==> src/rtl/uart_mmio_pkg.sv <==
// Shared definitions for the memory-mapped UART transmitter: register
// offsets, load/store encodings, serializer states and register bit indices.
package uart_mmio_pkg;

  // Register offsets, selected by addr[3:2]
  localparam logic [1:0] OFF_TXDATA = 2'd0;
  localparam logic [1:0] OFF_STATUS = 2'd1;
  localparam logic [1:0] OFF_DIV    = 2'd2;
  localparam logic [1:0] OFF_CTRL   = 2'd3;

  // CPU data-port access types (funct3 encoding)
  localparam logic [2:0] MEMOP_SB  = 3'b000;
  localparam logic [2:0] MEMOP_SH  = 3'b001;
  localparam logic [2:0] MEMOP_SW  = 3'b010;
  localparam logic [2:0] MEMOP_LBU = 3'b100;
  localparam logic [2:0] MEMOP_LHU = 3'b101;

  // Serializer states
  typedef enum logic [1:0] {
    ST_IDLE  = 2'd0,
    ST_START = 2'd1,
    ST_DATA  = 2'd2,
    ST_STOP  = 2'd3
  } tx_state_e;

  // STATUS bit positions
  localparam int STAT_EMPTY   = 32'd0;
  localparam int STAT_FULL    = 32'd1;
  localparam int STAT_BUSY    = 32'd2;
  localparam int STAT_OVF     = 32'd3;
  localparam int STAT_CNT_LSB = 32'd8;

  // CTRL bit positions
  localparam int CTRL_EN      = 32'd0;
  localparam int CTRL_IE      = 32'd1;
  localparam int CTRL_OVF_CLR = 32'd2;

  // A divisor below 2 cannot produce a sensible bit period; clamp it to 2
  function automatic logic [15:0] div_sanitize(input logic [15:0] d);
    logic [15:0] r;
    if (d < 16'd2) begin
      r = 16'd2;
    end else begin
      r = d;
    end
    return r;
  endfunction

endpackage

==> src/rtl/sync_fifo.sv <==
// Single-clock FIFO with extra-MSB pointers. Read data is presented
// combinationally from the head entry; a push on a full FIFO is accepted
// only when a pop frees the slot in the same cycle.
module sync_fifo #(
  parameter int WIDTH = 8,
  parameter int DEPTH = 16
) (
  input  logic                       clock,
  input  logic                       reset,
  input  logic                       push,
  input  logic                       pop,
  input  logic [WIDTH-1:0]           wdata,
  output logic [WIDTH-1:0]           rdata,
  output logic                       full,
  output logic                       empty,
  output logic [$clog2(DEPTH):0]     count
);

  localparam int AW = $clog2(DEPTH);

  logic [WIDTH-1:0] mem_r [DEPTH];
  logic [AW:0]      wr_ptr_r;
  logic [AW:0]      rd_ptr_r;
  logic             full_s;
  logic             empty_s;
  logic             do_push_s;
  logic             do_pop_s;

  assign empty_s   = (wr_ptr_r == rd_ptr_r);
  assign full_s    = (wr_ptr_r[AW] != rd_ptr_r[AW]) &&
                     (wr_ptr_r[AW-1:0] == rd_ptr_r[AW-1:0]);
  assign do_pop_s  = pop & ~empty_s;
  assign do_push_s = push & (~full_s | do_pop_s);

  assign rdata = mem_r[rd_ptr_r[AW-1:0]];
  assign full  = full_s;
  assign empty = empty_s;
  assign count = wr_ptr_r - rd_ptr_r;

  // Storage array: write the tail entry on an accepted push
  always_ff @(posedge clock or negedge reset) begin
    if (!reset) begin
      for (int i = 0; i < DEPTH; i++) begin
        mem_r[i] <= '0;
      end
    end else if (do_push_s) begin
      mem_r[wr_ptr_r[AW-1:0]] <= wdata;
    end
  end

  // Pointer update for accepted pushes and pops
  always_ff @(posedge clock or negedge reset) begin
    if (!reset) begin
      wr_ptr_r <= '0;
      rd_ptr_r <= '0;
    end else begin
      if (do_push_s) begin
        wr_ptr_r <= wr_ptr_r + {{AW{1'b0}}, 1'b1};
      end
      if (do_pop_s) begin
        rd_ptr_r <= rd_ptr_r + {{AW{1'b0}}, 1'b1};
      end
    end
  end

endmodule

==> src/rtl/mmio_uart_tx.sv <==
// Memory-mapped 8N1 UART transmitter. Sits beside data memory on the CPU
// data port, buffers stored bytes in a FIFO and serializes them onto txd.
module mmio_uart_tx
  import uart_mmio_pkg::*;
#(
  parameter int                   addrWidth  = 32,
  parameter int                   dataWidth  = 32,
  parameter logic [addrWidth-1:0] BASE       = 32'h1000_0000,
  parameter int                   FIFO_DEPTH = 16,
  parameter logic [15:0]          DIV_RESET  = 16'd868
) (
  input  logic                 clock,
  input  logic                 reset,
  input  logic [addrWidth-1:0] addr,
  input  logic [dataWidth-1:0] din,
  input  logic [2:0]           memOp,
  input  logic                 we,
  input  logic                 re,
  output logic                 hit,
  output logic [dataWidth-1:0] dout,
  output logic                 txd,
  output logic                 irq
);

  localparam int CNT_W = $clog2(FIFO_DEPTH) + 1;

  logic                 hit_s;
  logic [1:0]           off_s;
  logic                 wr_s;
  logic                 rd_s;
  logic                 push_req_s;
  logic                 start_frame_s;
  logic                 ovf_set_s;
  logic                 ovf_clr_s;
  logic [7:0]           fifo_rdata_s;
  logic                 fifo_full_s;
  logic                 fifo_empty_s;
  logic [CNT_W-1:0]     fifo_count_s;
  logic [dataWidth-1:0] status_s;
  logic [dataWidth-1:0] rdata_s;
  logic                 unused_s;

  logic [15:0]          div_r;
  logic                 en_r;
  logic                 ie_r;
  logic                 overflow_r;
  logic [dataWidth-1:0] dout_r;
  logic                 irq_r;

  tx_state_e            state_r;
  logic [7:0]           shift_r;
  logic [2:0]           bit_cnt_r;
  logic [15:0]          baud_cnt_r;
  logic [15:0]          frame_div_r;
  logic                 txd_r;

  // All store widths write the low bits, so the access type is not decoded
  assign unused_s = ^{memOp, din[dataWidth-1:16], addr[1:0]};

  assign hit_s      = (addr[addrWidth-1:4] == BASE[addrWidth-1:4]);
  assign off_s      = addr[3:2];
  assign wr_s       = we & hit_s;
  assign rd_s       = re & hit_s;
  assign push_req_s = wr_s & (off_s == OFF_TXDATA);
  assign ovf_clr_s  = wr_s & (off_s == OFF_CTRL) & din[CTRL_OVF_CLR];
  // A push onto a full FIFO is lost unless the serializer pops this cycle
  assign ovf_set_s  = push_req_s & fifo_full_s & ~start_frame_s;

  assign hit  = hit_s;
  assign dout = dout_r;
  assign txd  = txd_r;
  assign irq  = irq_r;

  sync_fifo #(
    .WIDTH (8),
    .DEPTH (FIFO_DEPTH)
  ) u_tx_fifo (
    .clock (clock),
    .reset (reset),
    .push  (push_req_s),
    .pop   (start_frame_s),
    .wdata (din[7:0]),
    .rdata (fifo_rdata_s),
    .full  (fifo_full_s),
    .empty (fifo_empty_s),
    .count (fifo_count_s)
  );

  // Frame launch: from IDLE, or straight out of the last STOP clock so
  // back-to-back frames carry no extra idle time
  always_comb begin
    start_frame_s = 1'b0;
    if (en_r && !fifo_empty_s) begin
      case (state_r)
        ST_IDLE: start_frame_s = 1'b1;
        ST_STOP: start_frame_s = (baud_cnt_r == 16'd0);
        default: start_frame_s = 1'b0;
      endcase
    end else begin
      start_frame_s = 1'b0;
    end
  end

  // STATUS word assembly
  always_comb begin
    status_s                            = '0;
    status_s[STAT_EMPTY]                = fifo_empty_s;
    status_s[STAT_FULL]                 = fifo_full_s;
    status_s[STAT_BUSY]                 = (state_r != ST_IDLE);
    status_s[STAT_OVF]                  = overflow_r;
    status_s[STAT_CNT_LSB +: CNT_W]     = fifo_count_s;
  end

  // Read mux over the register map
  always_comb begin
    rdata_s = '0;
    case (off_s)
      OFF_TXDATA: rdata_s = '0;
      OFF_STATUS: rdata_s = status_s;
      OFF_DIV:    rdata_s = {{(dataWidth-16){1'b0}}, div_r};
      OFF_CTRL:   rdata_s = {{(dataWidth-2){1'b0}}, ie_r, en_r};
      default:    rdata_s = '0;
    endcase
  end

  // Control registers, sticky overflow, registered read data and interrupt
  always_ff @(posedge clock or negedge reset) begin
    if (!reset) begin
      div_r      <= DIV_RESET;
      en_r       <= 1'b0;
      ie_r       <= 1'b0;
      overflow_r <= 1'b0;
      dout_r     <= '0;
      irq_r      <= 1'b0;
    end else begin
      if (wr_s) begin
        case (off_s)
          OFF_DIV: begin
            div_r <= div_sanitize(din[15:0]);
          end
          OFF_CTRL: begin
            en_r <= din[CTRL_EN];
            ie_r <= din[CTRL_IE];
          end
          default: begin
          end
        endcase
      end
      if (ovf_clr_s) begin
        overflow_r <= 1'b0;
      end else if (ovf_set_s) begin
        overflow_r <= 1'b1;
      end
      if (rd_s) begin
        dout_r <= rdata_s;
      end
      irq_r <= ie_r & fifo_empty_s & (state_r == ST_IDLE);
    end
  end

  // Serializer: start bit, 8 data bits LSB first, stop bit, each frame_div clocks
  always_ff @(posedge clock or negedge reset) begin
    if (!reset) begin
      state_r     <= ST_IDLE;
      shift_r     <= 8'd0;
      bit_cnt_r   <= 3'd0;
      baud_cnt_r  <= 16'd0;
      frame_div_r <= 16'd2;
      txd_r       <= 1'b1;
    end else begin
      case (state_r)
        ST_IDLE: begin
          if (start_frame_s) begin
            shift_r     <= fifo_rdata_s;
            bit_cnt_r   <= 3'd0;
            baud_cnt_r  <= div_r - 16'd1;
            frame_div_r <= div_r;
            txd_r       <= 1'b0;
            state_r     <= ST_START;
          end else begin
            txd_r <= 1'b1;
          end
        end
        ST_START: begin
          if (baud_cnt_r == 16'd0) begin
            baud_cnt_r <= frame_div_r - 16'd1;
            txd_r      <= shift_r[0];
            state_r    <= ST_DATA;
          end else begin
            baud_cnt_r <= baud_cnt_r - 16'd1;
          end
        end
        ST_DATA: begin
          if (baud_cnt_r == 16'd0) begin
            baud_cnt_r <= frame_div_r - 16'd1;
            if (bit_cnt_r == 3'd7) begin
              txd_r   <= 1'b1;
              state_r <= ST_STOP;
            end else begin
              bit_cnt_r <= bit_cnt_r + 3'd1;
              shift_r   <= {1'b0, shift_r[7:1]};
              txd_r     <= shift_r[1];
            end
          end else begin
            baud_cnt_r <= baud_cnt_r - 16'd1;
          end
        end
        ST_STOP: begin
          if (baud_cnt_r == 16'd0) begin
            if (start_frame_s) begin
              shift_r     <= fifo_rdata_s;
              bit_cnt_r   <= 3'd0;
              baud_cnt_r  <= div_r - 16'd1;
              frame_div_r <= div_r;
              txd_r       <= 1'b0;
              state_r     <= ST_START;
            end else begin
              txd_r   <= 1'b1;
              state_r <= ST_IDLE;
            end
          end else begin
            baud_cnt_r <= baud_cnt_r - 16'd1;
          end
        end
        default: begin
          txd_r   <= 1'b1;
          state_r <= ST_IDLE;
        end
      endcase
    end
  end

endmodule

==> config.mk <==
export PLATFORM = sky130hd
export DESIGN_NAME = mmio_uart_tx
export DESIGN_NICKNAME = d
export VERILOG_FILES = /design/src/rtl/uart_mmio_pkg.sv /design/src/rtl/sync_fifo.sv /design/src/rtl/mmio_uart_tx.sv
export SDC_FILE = /design/constraint.sdc
export NUM_CORES = 1
export LEC_CHECK = 0
export CORE_ASPECT_RATIO = 0.7
export CORE_UTILIZATION = 53
export DETAILED_ROUTE_END_ITERATION = 16
export PLACE_DENSITY = 0.88
export SLEW_MARGIN = 5
export SYNTH_ARGS = -nofsm -noshare
export SYNTH_HDL_FRONTEND = slang
export SYNTH_SLANG_ARGS = --single-unit
==> constraint.sdc <==
create_clock -name clock -period 3 [get_ports clock]
set_input_delay 0.45 -clock clock [delete_from_list [all_inputs] [get_ports clock]]
set_output_delay 0.45 -clock clock [all_outputs]
set_load 0.02 [all_outputs]
==> results.yml <==
status:
  status: "completed"
place:
  numPortBuffers: 68
  dp_slack_ps: 153
  gp_congestion: 0.993
  hpwl_um: 20500
  placed_area_mm2: 0.0126
  place_inst: 1283
worst_setup_path:
  start_kind: "flip-flop"
  cp-startpoint: "u_tx_fifo.rd_ptr_r[3]$_DFFE_PN0P_"
  crit_path_end_kind: "flip-flop"
  worst_ep_arrival_time_ps: 3250
  cp_max_fo: 19
  r2r_setup_slack_ps: 140
  r2r_end: "u_tx_fifo.mem_r[6]$_DFFE_PN0P_"
  critPathRequiredTime_ps: 3390
  r2r_start: "u_tx_fifo.rd_ptr_r[3]$_DFFE_PN0P_"
  reg2reg_depth: 9
  critPathKind: "reg2reg"
pwr:
  leakage_nw: 6.34
  powerDensity_mw_per_mm2: 449
  irDropWorstVdd_uv: 494
  finalPower_mw: 5.99
route:
  drt_wl_total_um: 29500
  wl_per_cell_um: 22.3
  via_per_inst: 6.26
  routed-via-count: 8292
  drc: 0
  drt-initial-drc-count: 846
  drtAntennaViolNets: 0
  first_pass_iters: 6
global_route:
  track_usage_pct: 27.3
  grt_overflow: 0
  grt_pass1_wl_um: 46800
  grt_pass1_vias: 8378
  grt_antenna_before_repair: 0
  grt_max_degree: 80
layout:
  drive_gt1_share_pct: 28.4
  fillers: 1547
  stdcell_area_mm2: 0.0133
  syn2layout_area_growth_pct: 15.3
  layout.nets: 1123
  postLayoutCoreUtil_pct: 63.3
  antennaDiodeCount: 0
  final_cells: 1324
synthesis:
  yosysMostFrequentCell: "dfrtp_1"
  synth.avg_cell_area_um2: 12.0
  synth_area_mm2: 0.0116
  yosysWarnings: 0
  syn_inst: 963
  ys_seq_elements: 220
  synth_edf_count: 0
  async_flop_share_pct: 100
  synth_ff_type: "dfrtp_1"
  synth_top_area_share_pct: 46.1
  ys_top_cells_by_area: "dfrtp_1 46%, mux2_2 16%, mux4_2 5.1%"
  ys_types: 67
  seq_area_frac_synth_pct: 47.7
  synthTopCellsByCount: "213 x dfrtp_1, 166 x mux2_2, 73 x nor2_1, 57 x nand2_1, 38 x clkbuf_1"
  yosysTopAreaCell: "dfrtp_1"
min_path:
  min_to: "dout[15]$_DFFE_PN0P_"
  hp-class: "reg2reg"
  hp-start: "dout[15]$_DFFE_PN0P_"
  holdPathStages: 2
clocking:
  cts_inserted_buffers: 22
  cts-root-buf: "clkbuf_16"
  clk_path_buf_depth: 3
  clkTransAtPathRegs_ps: 70
  insertion_delay_ps: 530
  h-tree-depth: 1
  cts.sinks: 220
  cts_tree: "yes"
  ctsResizeCount: 0
die:
  chipWidth_um: 178
  fp.dieArea_mm2: 0.0224
  ios: 106
  chipHeight_um: 126
  start_util_pct: 54.9
  rows: 44
  core_area_mm2: 0.0210
sta:
  setup_viol: 0
  fin_crit_sh_pct: 95.4
  layout_min_cycle_time_ps: 2860
  max_slew_margin_pct: 46.3
  hold_slack_ps: 482
  tns_ps: 0
  rsz0062_at_grt: "false"
  maxSlewViolCount: 0
  worst_pin_slew_ps: 803
  clock_skew_ps: 37.7
  clock.fmax_ghz: 0.349
  fin_ws_ps: 137
  hold_violations: 0
job:
  maxCapViolCount: 0
## area by class of cell
| class | instances | area [um2] | area share [%] |
|---|---|---|---|
| clock buffer | 27 | 589 | 4.43 |
| clock inverter | 13 | 144 | 1.08 |
| inverter | 21 | 78.8 | 0.592 |
| multi-input combinational | 664 | 5640 | 42.4 |
| sequential | 220 | 5520 | 41.4 |
| tap | 276 | 345 | 2.59 |
| timing repair buffer | 103 | 1000 | 7.52 |
## cells in the final DEF (no fill, tap or decap), types with 9 or more instances in the layout
cell,instances
a21oi_1,26
a221oi_1,10
buf_4,30
clkbuf_16,22
clkdlybuf4s50_1,67
conb_1,16
dfrtp_1,212
ha_1,19
inv_1,19
mux2_1,16
mux2_2,166
mux2i_1,13
mux4_2,26
nand2_1,57
nand3_1,15
nand3_2,9
nand4_1,9
nor2_1,73
nor3_1,12
nor4_1,19
o21ai_0,25
o22ai_1,14
xnor2_1,33
xor2_1,20
## power breakdown
group,total [mW],internal (mW),switching (mW)
combinational,0.224,0.0781,0.146
sequential,2.97,2.97,0.0000000468
clock,2.80,1.59,1.20
total,5.99,4.64,1.35
## state kept, by name, indices dropped and copies added (netlist names), 2 cells and up
signal / count
state_r: 2
div_r: 16
bit_cnt_r: 3
u_tx_fifo.wr_ptr_r: 5
frame_div_r: 16
baud_cnt_r: 16
dout: 16
u_tx_fifo.rd_ptr_r: 5
u_tx_fifo.mem_r: 128
shift_r: 8
## what timing repair did
action / in CTS / in global routing
hold buffers: 1 / 0
endpoints found under the hold margin: 75 / 0
setup buffers: 0 / 0
## routing by layer
layer / vias up / GRT usage (%) / part of all wire (%)
met5: - / 0 / 0
met4: 0 / 6.13 / 2.1
met3: 58 / 7.94 / 10
met2: 405 / 39.4 / 43
met1: 4203 / 40.8 / 45
li1: 3626 / - / -
## worst max-delay path, cell delays in order (launching register included)
cell and delay [ps]:
dfrtp_1 430, inv_1 160, ha_1 390, nand4_1 200
o2111ai_1 320, o21ai_2 120, o211a_1 270, buf_12 180
nand3_2 280, mux2_2 380
## worst max-delay path by stage
stage	endpoint	slack [ps]	cells past startpoint
3_3_place_gp	u_tx_fifo.mem_r[0]$_DFFE_PN0P_	230	9
3_5_place_dp	u_tx_fifo.mem_r[6]$_DFFE_PN0P_	150	9
2_1_floorplan	u_tx_fifo.mem_r[34]$_DFFE_PN0P_	10	12
4_1_cts	u_tx_fifo.mem_r[6]$_DFFE_PN0P_	190	9
5_1_grt	u_tx_fifo.mem_r[5]$_DFFE_PN0P_	20	9
6_report	u_tx_fifo.mem_r[6]$_DFFE_PN0P_	140	9
## kinds of logic after synthesis
| group | after synthesis | share of synthesized area [%] |
|---|---|---|
| mux | 221 | 23.9 |
| other cells | 1 | 0.0325 |
| xor+xnor | 53 | 4.02 |
| fa+ha+maj | 20 | 2.23 |
| buf+inv | 94 | 3.91 |
| compound gates | 115 | 6.57 |
| flops | 220 | 47.7 |
| simple gates | 239 | 11.6 |
Note: power is estimated with default switching activity, not from simulation.
